--- config.mk ---
export PLATFORM = sky130hd
export DESIGN_NAME = switch_module
export DESIGN_NICKNAME = d
export VERILOG_FILES = /design/src/rtl/switch_module.sv
export SDC_FILE = /design/constraint.sdc
export NUM_CORES = 2
export LEC_CHECK = 0
export CORE_MARGIN = 8
export CORE_UTILIZATION = 25
export CTS_CLUSTER_DIAMETER = 200
export DETAILED_ROUTE_END_ITERATION = 12
export GPL_ROUTABILITY_DRIVEN = 0
export PLACE_DENSITY = 0.41
export SLEW_MARGIN = 15
export SYNTH_ARGS = -nofsm -noshare
export SYNTH_HDL_FRONTEND = slang
export SYNTH_SLANG_ARGS = --single-unit
--- constraint.sdc ---
create_clock -name clk -period 15.62 [get_ports clk]
set_input_delay 2.343 -clock clk [delete_from_list [all_inputs] [get_ports clk]]
set_output_delay 2.343 -clock clk [all_outputs]
set_load 0.05 [all_outputs]
--- src/rtl/switch_module.sv ---
// Crossbar switch with one virtual output queue per (destination, source) pair.
// Every input can push in the same cycle; each output pops from the queue it selects with rd_sel.
module switch_module #(
  parameter int PORT_NUB    = 4,
  parameter int DATA_WIDTH  = 8,
  parameter int QUEUE_DEPTH = 8
) (
  input  logic                                                     clk,
  input  logic                                                     rst_n,
  input  logic [PORT_NUB*(1+2*$clog2(PORT_NUB)+DATA_WIDTH)-1:0]    port_in,
  output logic [PORT_NUB*DATA_WIDTH-1:0]                           port_out,
  input  logic [PORT_NUB*$clog2(PORT_NUB)-1:0]                     rd_sel,
  input  logic [PORT_NUB-1:0]                                      rd_en,
  output logic [PORT_NUB*PORT_NUB-1:0]                             empty,
  output logic                                                     full
);

  localparam int W  = $clog2(PORT_NUB);
  localparam int S  = 1 + 2*W + DATA_WIDTH;
  localparam int NQ = PORT_NUB*PORT_NUB;
  localparam int AW = $clog2(QUEUE_DEPTH);
  localparam int CW = AW + 1;

  logic [AW-1:0]         wr_ptr [NQ];
  logic [AW-1:0]         rd_ptr [NQ];
  logic [CW-1:0]         cnt    [NQ];
  logic [DATA_WIDTH-1:0] mem    [NQ][QUEUE_DEPTH];
  logic [NQ-1:0]         push;
  logic [NQ-1:0]         pop;
  logic [DATA_WIDTH-1:0] head   [PORT_NUB];
  logic [PORT_NUB-1:0]   rd_hit;
  logic                  unused_tx;

  // Queue index is i*PORT_NUB + j: destination i, physical source port j.
  // A full queue still accepts a push when it is popped in the same cycle.
  always_comb begin
    push   = '0;
    pop    = '0;
    rd_hit = '0;
    for (int i = 0; i < PORT_NUB; i++) begin
      head[i] = '0;
      for (int j = 0; j < PORT_NUB; j++) begin
        pop[i*PORT_NUB+j] = rd_en[i] && (rd_sel[i*W +: W] == W'(j)) &&
                            (cnt[i*PORT_NUB+j] != '0);
        push[i*PORT_NUB+j] = port_in[j*S+S-1] &&
                             (port_in[j*S+DATA_WIDTH+W +: W] == W'(i)) &&
                             ((cnt[i*PORT_NUB+j] != CW'(QUEUE_DEPTH)) || pop[i*PORT_NUB+j]);
        if (pop[i*PORT_NUB+j]) begin
          head[i]   = mem[i*PORT_NUB+j][rd_ptr[i*PORT_NUB+j]];
          rd_hit[i] = 1'b1;
        end
      end
    end
  end

  always_comb begin
    full = 1'b0;
    for (int q = 0; q < NQ; q++) begin
      empty[q] = (cnt[q] == '0);
      full     = full | (cnt[q] == CW'(QUEUE_DEPTH));
    end
  end

  // The source tag field carries no routing meaning here.
  always_comb begin
    unused_tx = 1'b0;
    for (int p = 0; p < PORT_NUB; p++)
      unused_tx = unused_tx ^ (^port_in[p*S+DATA_WIDTH +: W]);
  end

  always_ff @(posedge clk or posedge rst_n) begin
    if (rst_n) begin
      for (int q = 0; q < NQ; q++) begin
        wr_ptr[q] <= '0;
        rd_ptr[q] <= '0;
        cnt[q]    <= '0;
      end
    end else begin
      for (int q = 0; q < NQ; q++) begin
        if (push[q]) wr_ptr[q] <= wr_ptr[q] + 1'b1;
        if (pop[q])  rd_ptr[q] <= rd_ptr[q] + 1'b1;
        if (push[q] && !pop[q])      cnt[q] <= cnt[q] + 1'b1;
        else if (pop[q] && !push[q]) cnt[q] <= cnt[q] - 1'b1;
      end
    end
  end

  // Storage needs no reset: pointers and counts alone define what is valid.
  always_ff @(posedge clk) begin
    for (int q = 0; q < NQ; q++)
      if (push[q])
        mem[q][wr_ptr[q]] <= port_in[(q % PORT_NUB)*S +: DATA_WIDTH];
  end

  // Output stage: holds its last popped value until the next successful pop.
  always_ff @(posedge clk or posedge rst_n) begin
    if (rst_n) begin
      port_out <= '0;
    end else begin
      for (int i = 0; i < PORT_NUB; i++)
        if (rd_hit[i]) port_out[i*DATA_WIDTH +: DATA_WIDTH] <= head[i];
    end
  end

endmodule

==> results by stage <==
Global routing:
- The global-route wire length before repair is roughly 190,000 um.
- Global routing used 12.2% of the available tracks.
- The largest net degree at the start of global routing is 94.
- The number of antenna violations at the first check in global routing is 7.
- The number of global-route vias before repair is 26.0k.
- Summed over all layers, the global routing overflow is 0.

Worst setup path:
- The critical-path maximum fanout is 5.
- The arrival time at the worst endpoint is 3540 ps.
- The worst register-to-register path has a depth of 11.
- The critical path endpoint category is a primary output.
- The reg-to-reg critical path startpoint is cnt[8].
- In this run the critical register-to-register path is captured at cnt[11].
- STA classifies the critical path startpoint as a flop.
- The number of cells on the critical path is 5.
- At the worst endpoint, the required time is 13,280 ps.
- On the critical path, the stage with the largest delay is an instance of sky130_fd_sc_hd__clkdlybuf4s50_1.
- The critical path starts at cnt[32].
- The signal on the critical path passes through nor4b_2 -> a21oi_1 -> and3_1 -> nand4_1 -> clkdlybuf4s50_1.
- In this run the register-to-register setup slack is around 12,000 ps.
- Together, buffers and inverters on the worst path number 1.
- The critical path ends at full.
- The path type of the worst setup path is reg2out.
- The largest single stage delay on the critical path is 850 ps.
- Grouping stages by cell kind, the critical path spends the most delay in simple AND/OR/NAND/NOR gates.

Timing:
- The number of hold-slack violations in the final timing report was 0.
- In the finished design, the share of the clock period the worst path needs comes to 37.7%.
- Clock skew on the completed layout was measured at 25.2 ps.
- The actual transition at the worst max-transition pin is 1110 ps.
- The number of pins with negative max-slew slack in the final report is 0.
- The clock period minus final worst setup slack is 5880 ps.
- Setup repair after global routing left no endpoint under its margin.
- Setup total negative slack on the finished layout was measured at 0 ps.
- The highest achievable clock rate is 0.170 GHz.
- Measured against its own limit, the worst slew margin works out to 24.8%.
- The final number of setup-violating endpoints is 0.

Yosys:
- The warning count from the yosys run is 0.
- Averaged over all synthesized cells, the footprint is between 15 and 20 um^2.
- The count of cell types in the netlist is between 60 and 70.
- The net count of the mapped netlist is about 2.7k.
- The most frequently used flop master after synthesis is sky130_fd_sc_hd__edfxtp_1.
- The number of synthesized flops with an enable pin is roughly 1k.
- The share of the yosys chip area belonging to registers is approximately 72%.
- Counting flops and latches in the post-synthesis netlist gives 1,216.
- The synthesized instance count is 2,576.
- The fraction of registers with async set or reset after synthesis is between 15 and 20%.
- The cell area that synthesis handed to floorplanning was 0.0493 mm^2.

Finish:
- The fraction of final layout cells with drive strength greater than 1 is roughly a fifth.
- Relative to the synthesized area, the layout overhead comes to 17.8%.
- The filler cell count in the final layout is between 15k and 20k.
- The combined area of the multi-input logic cells is between 0.01 and 0.015 mm^2.
- The final net count is 2,948.
- For this run, the number of standard cells in the final layout without fillers is between 5k and 6k.
- The register area is approximately 0.036 mm^2.

Die:
- The floorplan step set the die width to roughly 460 um.
- Measured along the y axis, the die boundary spans between 400 and 500 um.
- Pin placement for this block handled 115 I/O pins.
- The region available for standard cell placement spans slightly below 0.2 mm^2.
- The initial core utilization is between 20% and 30%.
- The total number of placement rows is between 150 and 200.
- The die covers approximately 0.21 mm^2.

CTS:
- In this run the deepest clock path goes through 3 buffers.
- Post-CTS timing repair inserted 0 buffers for setup.
- The number of CTS-inserted buffers is roughly 140.
- At the later pin of the worst-skew pair, clock insertion delay measures 770 ps.
- Gates resized during post-CTS repair numbered 0.
- The clock drives between 1k and 1.5k sinks.
- The number of H-tree levels is 4.
- For this design, the CTS-stage hold fixing added 0 buffers.
- After clock tree synthesis, the clock-pin slew on the worst setup and hold paths is about 60 ps.
- The library cell used as clock root buffer is sky130_fd_sc_hd__clkbuf_16.
- The CTS tree is built.

Placement:
- Counting tap cells, the placed design contains a total of 5,287 instances.
- In this run the tool buffered the top-level ports with about 110 buffer cells.
- The post-DP HPWL is between 80,000 and 90,000 um.

Routing:
- The detailed router placed roughly 24k vias in this run.
- The routed wire length per instance is between 20 and 25 um.
- The number of detailed-route iterations in the first pass is 5.
- The ratio of routed vias to standard cells is ~4.4.
- The number of DRC markers after the initial detailed-route iteration is between 1.5k and 2k.
- In this run the remaining antenna-violating nets after routing total 0.
- The aggregate routed wire length is 130,000 um.
- The remaining design rule violation count is 0.

Power and ir drop:
- The leakage power summed over all cells is ~0.019 uW.
- The worst voltage drop across the vdd grid is between 0.1 and 0.15 mV.
- The total power per unit cell area is 178 mW/mm^2.

Min path:
- The path category of the worst min-delay check is reg2reg.
- The hold path startpoint is wr_ptr[38].

Job:
- Across the run, the number of max-cap violations was 0.

Status:
- The flow ran to the end, and the final reports show no timing, DRC or antenna violations.
how the worst min path moves through the flow:
stage	endpoint	cells past startpoint	slack, ps
2_1_floorplan	cnt[39]	1	460
3_3_place_gp	cnt[39]	1	470
3_5_place_dp	wr_ptr[41]	1	480
4_1_cts	wr_ptr[41]	1	500
5_1_grt	wr_ptr[38]	1	520
6_report	wr_ptr[38]	1	490
registers in the layout, indices dropped and copies added, names as in the netlist:
signal	cells
cnt	64
mem	1024
port_out	32
rd_ptr	48
wr_ptr	48
Yosys cell counts (all sizes together) (19+ instances only):
cell type  count  area share [%]
ha            80             2.0
xor2          34            0.60
nand2b        49            0.62
dfrtp        192             9.7
buf           77            0.91
mux2i         98             2.0
nand2        132             1.0
nor4          21            0.41
mux2          48             1.1
mux4         256              12
nand3         21            0.21
xnor2         94             1.7
clkbuf        19            0.15
inv           36            0.27
edfxtp      1024              62
nor3          49            0.52
o22ai         35            0.44
a21oi         34            0.35
nor2         127            0.99
metrics by stage:
stage | area, um^2 | utilization (%) | hold WS (ps) | setup slack [ps] | total power, uW
after CTS | 58100 | 29.5 | 497 | 9590 | 10500
final | 58100 | 29.5 | 492 | 9740 | 10300
after detailed placement | 53600 | 27.3 | 483 | 9750 | 7290
after floorplan | 49300 | - | 456 | 8050 | 6280
after global placement | 53600 | 27.3 | 472 | 9730 | 7190
after global routing | 58100 | 29.5 | 517 | 9690 | 10800
cell families after synthesis:
group / share of synthesized area, %
buffers and inverters: 1.34
flip-flops: 72.1
adder cells (fa/ha/maj): 2.68
AND/OR/NAND/NOR: 4.35
AO/OA/AOI/OAI: 2.43
multiplexers: 14.8
XOR/XNOR: 2.27
layout by cell type, fill, tap and decap left out, drive strengths merged, types with 9 or more instances in the layout:
master / instances
o22ai: 35
a21o: 16
o211ai: 12
nor2: 127
nand3: 21
clkbuf: 187
nand2b: 49
ha: 80
buf: 80
mux4: 256
clkinv: 39
xor2: 34
nor4: 21
nor3: 49
a211o: 12
fa: 16
xnor2: 94
edfxtp: 1024
mux2: 48
bufinv: 9
o21ai: 18
mux2i: 98
dfrtp: 192
nand2: 132
clkinvlp: 12
nor3b: 13
inv: 44
a21oi: 34
clkdlybuf4s50: 87
routing by layer:
| layer | vias to the layer above | track usage [%] | wire length, um |
|---|---|---|---|
| met5 | - | 0 | 0 |
| met4 | 0 | 4.37 | 4300 |
| met1 | 12915 | 15.7 | 56300 |
| li1 | 10713 | - | - |
| met3 | 190 | 2.19 | 4840 |
| met2 | 447 | 20.6 | 64600 |
cell type report:
| cell class | count | share of cell area (%) |
|---|---|---|
| flip-flops and latches | 1216 | 61.2 |
| multi-input cells | 1226 | 22.7 |
| clock buffers | 187 | 6.62 |
| well taps | 2640 | 5.69 |
| repair buffers | 167 | 2.45 |
| clock inverters | 66 | 1.06 |
| inverters | 38 | 0.259 |
| diodes | 2 | 0.00862 |
where the power goes:
part           internal, uW  switching, uW
Combinational          1270           1220
Clock                  1880           1310
Sequential             3880            770
Total                  7030           3300
No activity file was read; power rests on OpenSTA's default activity.
